**config.mk**
```make
export PLATFORM = sky130hd
export DESIGN_NAME = alu_issue_ctrl
export DESIGN_NICKNAME = d
export VERILOG_FILES = /design/src/rtl/alu_issue_ctrl.sv
export SDC_FILE = /design/constraint.sdc
export NUM_CORES = 1
export LEC_CHECK = 0
export CORE_AREA = 4 4 284 286
export DETAILED_ROUTE_END_ITERATION = 8
export DIE_AREA = 0 0 288 290
export PLACE_DENSITY = 0.4
export SETUP_SLACK_MARGIN = 0.5
export SLEW_MARGIN = 5
export SYNTH_ARGS = -nofsm -noshare
export SYNTH_HDL_FRONTEND = slang
export SYNTH_SLANG_ARGS = --single-unit
```
**constraint.sdc**
```tcl
create_clock -name clock -period 2 [get_ports clock]
set_input_delay 0.2 -clock clock [delete_from_list [all_inputs] [get_ports clock]]
set_output_delay 0.2 -clock clock [all_outputs]
set_load 0.005 [all_outputs]
```
**src/rtl/alu_issue_ctrl.sv**
```systemverilog
// Issue controller for the 64-bit combinational ALU: accepts one op,
// holds operands, times execution, captures and returns the result.
// Ports: clock/reset_n; req_* valid/ready request in; alu_* operands and
// flags out, alu_c/f3/addrch/naddr results in; rsp_* valid/ready out; busy.
module alu_issue_ctrl #(
  parameter int MULDIV_CYCLES = 4,
  parameter int BASE_CYCLES   = 1
) (
  input  logic        clock,
  input  logic        reset_n,
  input  logic        req_valid,
  output logic        req_ready,
  input  logic [5:0]  req_instr,
  input  logic [63:0] req_a,
  input  logic [63:0] req_b,
  input  logic [63:0] req_reg8,
  input  logic [31:0] req_value,
  input  logic        req_highlow,
  output logic [5:0]  alu_instr,
  output logic [63:0] alu_a,
  output logic [63:0] alu_b,
  output logic [63:0] alu_reg8,
  output logic [31:0] alu_value,
  output logic        alu_highlow,
  output logic        alu_f1,
  output logic        alu_f2,
  input  logic [63:0] alu_c,
  input  logic        alu_f3,
  input  logic        alu_addrch,
  input  logic [63:0] alu_naddr,
  output logic        rsp_valid,
  input  logic        rsp_ready,
  output logic [63:0] rsp_result,
  output logic        rsp_branch,
  output logic [63:0] rsp_target,
  output logic        rsp_err,
  output logic        busy
);

  if (MULDIV_CYCLES < 1 || MULDIV_CYCLES > 15) begin : g_bad_md
    $error("MULDIV_CYCLES must be 1..15");
  end
  if (BASE_CYCLES < 1 || BASE_CYCLES > 15) begin : g_bad_base
    $error("BASE_CYCLES must be 1..15");
  end

  typedef enum logic [1:0] {
    IDLE,
    EXEC,
    RESP
  } state_e;

  state_e      state_q, state_d;
  logic [3:0]  cnt_q, cnt_d;
  logic [5:0]  instr_q, instr_d;
  logic [63:0] a_q, a_d;
  logic [63:0] b_q, b_d;
  logic [63:0] reg8_q, reg8_d;
  logic [31:0] value_q, value_d;
  logic        hl_q, hl_d;
  logic        f1_q, f1_d;
  logic        f2_q, f2_d;
  logic [63:0] res_q, res_d;
  logic        br_q, br_d;
  logic [63:0] tgt_q, tgt_d;
  logic        err_q, err_d;

  logic is_md, is_ill, is_cmp, div0;

  assign is_md  = (req_instr == 6'd16)
                | (req_instr == 6'd17);
  assign is_ill = req_instr > 6'd17;
  assign is_cmp = (instr_q >= 6'd8)
                & (instr_q <= 6'd13);
  assign div0   = (instr_q == 6'd17)
                & (b_q == 64'd0);

  always_comb begin
    state_d = state_q;
    cnt_d   = cnt_q;
    instr_d = instr_q;
    a_d     = a_q;
    b_d     = b_q;
    reg8_d  = reg8_q;
    value_d = value_q;
    hl_d    = hl_q;
    f1_d    = f1_q;
    f2_d    = f2_q;
    res_d   = res_q;
    br_d    = br_q;
    tgt_d   = tgt_q;
    err_d   = err_q;
    unique case (state_q)
      IDLE: begin
        if (req_valid && req_ready) begin
          instr_d = req_instr;
          a_d     = req_a;
          b_d     = req_b;
          reg8_d  = req_reg8;
          value_d = req_value;
          hl_d    = req_highlow;
          cnt_d   = is_md ? 4'(MULDIV_CYCLES - 1)
                          : 4'(BASE_CYCLES - 1);
          if (is_ill) begin
            // Illegal ops never reach the ALU result path.
            state_d = RESP;
            res_d   = '0;
            br_d    = 1'b0;
            tgt_d   = '0;
            err_d   = 1'b1;
          end else begin
            state_d = EXEC;
          end
        end
      end
      EXEC: begin
        if (cnt_q != 4'd0) begin
          cnt_d = cnt_q - 4'd1;
        end else begin
          state_d = RESP;
          res_d   = div0 ? '1 : alu_c;
          err_d   = div0;
          br_d    = alu_addrch;
          tgt_d   = alu_addrch ? alu_naddr : '0;
          if (is_cmp) begin
            f2_d = f1_q;
            f1_d = alu_f3;
          end
        end
      end
      RESP: begin
        if (rsp_ready) begin
          state_d = IDLE;
        end
      end
      default: state_d = IDLE;
    endcase
  end

  always_ff @(posedge clock or negedge reset_n) begin
    if (!reset_n) begin
      state_q <= IDLE;
      cnt_q   <= '0;
      instr_q <= '0;
      a_q     <= '0;
      b_q     <= '0;
      reg8_q  <= '0;
      value_q <= '0;
      hl_q    <= 1'b0;
      f1_q    <= 1'b0;
      f2_q    <= 1'b0;
      res_q   <= '0;
      br_q    <= 1'b0;
      tgt_q   <= '0;
      err_q   <= 1'b0;
    end else begin
      state_q <= state_d;
      cnt_q   <= cnt_d;
      instr_q <= instr_d;
      a_q     <= a_d;
      b_q     <= b_d;
      reg8_q  <= reg8_d;
      value_q <= value_d;
      hl_q    <= hl_d;
      f1_q    <= f1_d;
      f2_q    <= f2_d;
      res_q   <= res_d;
      br_q    <= br_d;
      tgt_q   <= tgt_d;
      err_q   <= err_d;
    end
  end

  // Gated by reset_n so the request port is closed during reset.
  assign req_ready   = (state_q == IDLE) & reset_n;
  assign busy        = state_q != IDLE;
  assign rsp_valid   = state_q == RESP;
  assign alu_instr   = instr_q;
  assign alu_a       = a_q;
  assign alu_b       = b_q;
  assign alu_reg8    = reg8_q;
  assign alu_value   = value_q;
  assign alu_highlow = hl_q;
  assign alu_f1      = f1_q;
  assign alu_f2      = f2_q;
  assign rsp_result  = res_q;
  assign rsp_branch  = br_q;
  assign rsp_target  = tgt_q;
  assign rsp_err     = err_q;

endmodule

```
=== Word level (Yosys, flattened, before mapping) ===
Cells that the tools add are included.

* Logic and storage cells: 69
* Input port bits: 365
* Output and inout bits: 366
* Register bits after elaboration: 369

* Bitwise operators: 5
* Mux-type cells: 25
* Reductions and logical operators: 11
* Magnitude comparators: 3
* Add/sub/neg operators: 1
* Equality and inequality tests: 10

{| class="wikitable"
|+ Operator list
! operator !! number
|-
| $mux 64 || 6
|-
| $pmux 64 s2 || 2
|-
| $logic_not 64->1 || 1
|-
| $eq 6x5->1 const B || 3
|-
| $mux 2 || 5
|-
| $reduce_and 3->1 || 3
|-
| $mux 4 || 2
|-
| $ne 2x2->1 const B || 4
|-
| $pmux 4 s2 || 1
|-
| $ge 6x4->1 const B || 1
|-
| $gt 6x5->1 const B || 1
|-
| $le 6x4->1 const B || 1
|-
| $mux 1 || 6
|-
| $pmux 2 s3 || 1
|-
| $pmux 1 s2 || 2
|-
| $reduce_and 4->1 || 1
|-
| $reduce_bool 2->1 || 2
|-
| $reduce_bool 4->1 || 1
|-
| $sub 4x1->4 const B || 1
|-
| $and 1x1->1 || 3
|-
| $eq 2x1->1 const B || 1
|-
| $eq 2x2->1 const B || 1
|-
| $logic_not 2->1 || 1
|-
| $ne 2x1->1 const B || 1
|-
| 4 further kinds || 4
|}

=== Longest topological paths before layout ===
* Word-level depth: 5
* Depth in mapped cells: 10

=== Least setup slack after synthesis ===
No wires, ideal clock.

* Path type: reg-to-reg
* Start: register cnt_q[0]
* End: register tgt_q[36] (netlist: rsp_target[36])
* Path slack: 253 ps
* Path buffers: 3
* Stages on the path, launching flop included: 10
* Arrival: 1626 ps
* Setup time: 121 ps
* Path through: dfrtp_1 -> inv_1 -> ha_1 -> nor3b_2 -> nand2_1 -> and2_1 -> clkbuf_1 -> buf_4 -> buf_6 -> a22o_1

* Longest elaborated chain between the ends: 3

{| class="wikitable"
|+ RTL lines
! element !! RTL line !! text
|-
| from (decl) || 54 || <nowiki>logic [3:0] cnt_q, cnt_d;</nowiki>
|-
| from (signal assigned) || 158 || <nowiki>cnt_q <= cnt_d;</nowiki>
|-
| $reduce_bool 4->1 || 117 || <nowiki>if (cnt_q != 4'd0) begin</nowiki>
|-
| $ne 2x2->1 (no line) || -- ||
|-
| $reduce_and 4->1 (no line) || -- ||
|-
| to (signal assigned) || 169 || <nowiki>tgt_q <= tgt_d;</nowiki>
|-
| to (decl) || 65 || <nowiki>logic [63:0] tgt_q, tgt_d;</nowiki>
|}

Every way passes these cells.
A chain may end at the register's enable or synchronous reset.

=== Worst setup path after layout ===
* Start: register state_q[1]
* End: register tgt_q[41] (netlist: rsp_target[41])

* Longest elaborated chain between the ends: 5

{| class="wikitable"
|+ RTL lines
! element !! RTL line !! text
|-
| from (decl) || 53 || <nowiki>state_e state_q, state_d;</nowiki>
|-
| from (signal assigned) || 157 || <nowiki>state_q <= state_d;</nowiki>
|-
| $logic_not 2->1 || 93, 175 ||
|-
| $and 1x1->1 || 175 || <nowiki>assign req_ready = (state_q == IDLE) & reset_n;</nowiki>
|-
| $logic_and 1x1->1 || 95 || <nowiki>if (req_valid && req_ready) begin</nowiki>
|-
| $ne 2x2->1 (no line) || -- ||
|-
| $reduce_and 4->1 (no line) || -- ||
|}

Several ways; a longest one is shown, not always the timed one.

==> impl_metrics.csv <==
group,metric,value,unit
run_status,outcome,"finished with violations",
run_status,violations,"negative hold slack, negative setup slack",
final_layout,post_route_cells_drive_above_1_share,29.57,%
routing,viasPerCell,4.012,
sta,setup_viol_count_final,103,
yosys,yosysUniqueCellTypes,37,
critical_path,worstPathRequired,2450,ps
clock_tree,clock_path_buffers,3,
grt,gr-total-overflow,0,
critical_path,critPathCapture,"rsp_target[41]$_DFFE_PN0P_",
final_layout,utilization,35.53,%
grt,grt_pass1_wl,92.32,mm
floorplan,die_x,288,µm
floorplan,fp.coreArea,0.07836,mm²
sta,drv_slew,0,
grt,grt_max_degree,139,
sta,final-hold-violation-count,1,
grt,grtUsageTotal,14.77,%
sta,tightest_slew,1004,ps
critical_path,crit_chain,"nor4bb_4 > buf_6 > buf_6 > buf_6 > buf_6 > o21ai_4 > and2_4 > buf_8 > clkbuf_16 > a22o_1",
critical_path,r2r_slack,-70,ps
yosys,synthCells,996,
yosys,synthFlopType,"dfrtp_1",
critical_path,critPathTopFamily,"buffers and inverters",
place,hpwl,45.25,mm
critical_path,worstSetupPathType,"flip-flop to flip-flop",
floorplan,die_y,290,µm
place,gp_congestion,0.7983,
routing,ant_nets,0,
sta,fin_skew,18.98,ps
yosys,postSynthAreaPerCell,14.20,µm²
critical_path,reg2reg_from,"state_q[1]$_DFFE_PN0P_",
floorplan,io_pins,731,
routing,drt-total-wl,65.81,mm
critical_path,slowest_delay,430,ps
routing,dr_total_vias,11950,
clock_tree,clk_pin_slew,60,ps
power_and_ir_drop,clockPowerShare,22.5,%
place,preCtsSetupSlack,-475.9,ps
clock_tree,cts.sinks,369,
critical_path,crit_path_frequent_cell,"buf_6",
power_and_ir_drop,swShare,29.14,%
routing,drc,0,
power_and_ir_drop,power,38510,µW
clock_tree,cts_tree,"yes",
final_layout,fill_cells,7770,
yosys,ys_ff_latch,369,
grt,grt_pass1_vias,13100,
power_and_ir_drop,p_comb_share,43.9,%
final_layout,nets,2258,
yosys,ys_async_sr_fraction,100.0,%
power_and_ir_drop,p_sw,11220,µW
critical_path,path_buf_inv,6,
sta,timing.final.crit_period,2069,ps
hold_path,hold_class,"input port to async pin",
critical_path,worstPathMaxFanout,5,
yosys,yosys_warnings,0,
sta,worst_slack,-68.96,ps
flow_run,drv_cap,0,
power_and_ir_drop,power_frac_seq,33.6,%
yosys,syn_nets,1363,
routing,dr.pass1.iters,4,
clock_tree,insertion_delay,580,ps
sta,max_freq,0.4833,GHz
yosys,seq_area_frac_synth,65.28,%
yosys,syn_area,0.01414,mm²
yosys,synth_edf_count,0,
critical_path,cp_num_cells,10,
routing,routedWlPerCell,22.09,µm
critical_path,worstSetupStartpointType,"flip-flop",
place,io_buffers,730,
sta,slew_headroom,33.08,%
critical_path,cp-startpoint,"state_q[1]$_DFFE_PN0P_",
routing,drt_iter0_drc,371,
clock_tree,cts_made_buffers,49,
critical_path,rr_endpoint,"rsp_target[41]$_DFFE_PN0P_",
clock_tree,htreeDepth,2,
critical_path,cp-end-kind,"flip-flop",
sta,post-route-period-util,103.4,%
critical_path,critPathArrivalTime,2520,ps
floorplan,start_util,18.05,%
clock_tree,cts_root_buf,"clkbuf_16",
power_and_ir_drop,p_int,27290,µW
final_layout,areaGrowthSynthToFinish,96.81,%
sta,whs,-0.5445,ps
power_and_ir_drop,power_density,1383,mW/mm²
floorplan,num_rows,103,
grt,antenna_found_initial,10,
power_and_ir_drop,vdd_ir_drop_max,0.7652,mV
critical_path,slowest_stage,"dfrtp_2",
place,placed_area,0.02314,mm²
final_layout,postLayoutCellArea,0.02784,mm²
power_and_ir_drop,p_leak,0.01289,µW
floorplan,dieArea,0.08352,mm²
critical_path,r2r.worst_path.cells,10,
sta,rsz0062_at_grt,"true",
-- worst min-delay path, delay by kind of cell --
kind	cells	cell delay (ps)
buf+inv	3	910
-- power groups by stage --
stage,Sequential [µW],Clock (µW),Combinational [µW]
after global placement,12900,0,14000
after CTS,12900,9040,16100
final,12900,8660,16900
after detailed placement,13000,0,14000
after global routing,13400,9320,18000
after floorplan,12900,0,4010
-- timing repair --
action	in CTS	in global routing
pin swaps	29	18
cloned	24	9
gates resized for setup	433	225
setup endpoints to repair	734	666
endpoints found under the hold margin	83	0
setup buffers	77	17
hold buffers	2	0
-- cells in the final DEF (no fill, tap or decap), drive strengths merged, types with 15 or more instances in the layout --
cell type        n
clkdlybuf4s50  583
dfrtp          369
mux2           233
buf            204
nand3          126
clkbuf          84
nand2           69
a22o            64
clkdlybuf4s15   58
dlymetal6s2s    53
nor4            15
-- cell usage after synthesis (4+ instances only) --
cell type / count / area [µm²]
dfrtp_1: 369 / 9234
inv_1: 4 / 15.01
buf_6: 8 / 90.09
nor4_1: 15 / 93.84
mux2_2: 233 / 2624
buf_1: 14 / 52.55
buf_2: 28 / 140.1
nand3_1: 116 / 580.6
clkbuf_1: 18 / 67.56
nand4_1: 4 / 25.02
a22o_1: 64 / 560.5
nor2_1: 8 / 30.03
nand2_1: 69 / 259.0
nand3_2: 10 / 100.1
-- how the worst min path moves through the flow --
stage	depth (start not counted)	slack [ps]	to	from
2_1_floorplan	0	-100	alu_a[0]$_DFFE_PN0P_	reset_n
3_3_place_gp	1	470	rsp_branch$_DFFE_PN0P_	rsp_branch$_DFFE_PN0P_
3_5_place_dp	1	470	rsp_branch$_DFFE_PN0P_	rsp_branch$_DFFE_PN0P_
4_1_cts	3	50	alu_b[12]$_DFFE_PN0P_	reset_n
5_1_grt	3	110	alu_b[12]$_DFFE_PN0P_	reset_n
6_report	3	-0.5	alu_b[12]$_DFFE_PN0P_	reset_n
-- stage by stage --
step           setup TNS (ps)  instances
3_5_place_dp           -29950       2761
3_3_place_gp           -24710       2761
5_1_grt                -22980       2976
6_report                -2468       2979
4_1_cts                 -3136       2948
2_1_floorplan               0        996
-- state kept, by name, summed over array words and instances (netlist names) --
signal / count
alu_a: 64
alu_b: 64
alu_reg8: 64
rsp_result: 64
rsp_target: 64
alu_value: 32
alu_instr: 6
cnt_q: 4
state_q: 2
alu_f1: 1
alu_f2: 1
alu_highlow: 1
rsp_branch: 1
rsp_err: 1
-- logic make-up after synthesis --
| family | after synthesis | synth area share [%] |
|---|---|---|
| AO/OA/AOI/OAI | 76 | 4.556 |
| XOR/XNOR | 2 | 0.1239 |
| adder cells (fa/ha/maj) | 2 | 0.1769 |
| buffers and inverters | 74 | 2.689 |
| flip-flops | 369 | 65.28 |
| multiplexers | 233 | 18.55 |
| AND/OR/NAND/NOR | 240 | 8.625 |
-- layout make-up --
type | instances | area (µm²) | area share, %
Antenna cell | 5 | 12.51 | 0.04495
Clock buffer | 73 | 1449 | 5.205
Clock inverter | 11 | 117.6 | 0.4225
Inverter | 4 | 15.01 | 0.05394
Multi-Input combinational cell | 553 | 5489 | 19.72
Sequential cell | 369 | 9241 | 33.20
Tap cell | 1050 | 1314 | 4.719
Timing Repair Buffer | 914 | 10200 | 36.64
-- metal layers --
| metal | global-route usage (%) | vias to the layer above | share of wire, % |
|---|---|---|---|
| li1 | - | 5379 | - |
| met1 | 16.19 | 6039 | 37 |
| met2 | 26.65 | 445 | 51 |
| met3 | 5.797 | 84 | 9.4 |
| met4 | 3.496 | 4 | 2.0 |
| met5 | 0 | - | 0.041 |
(Power assumes the default switching activity.)
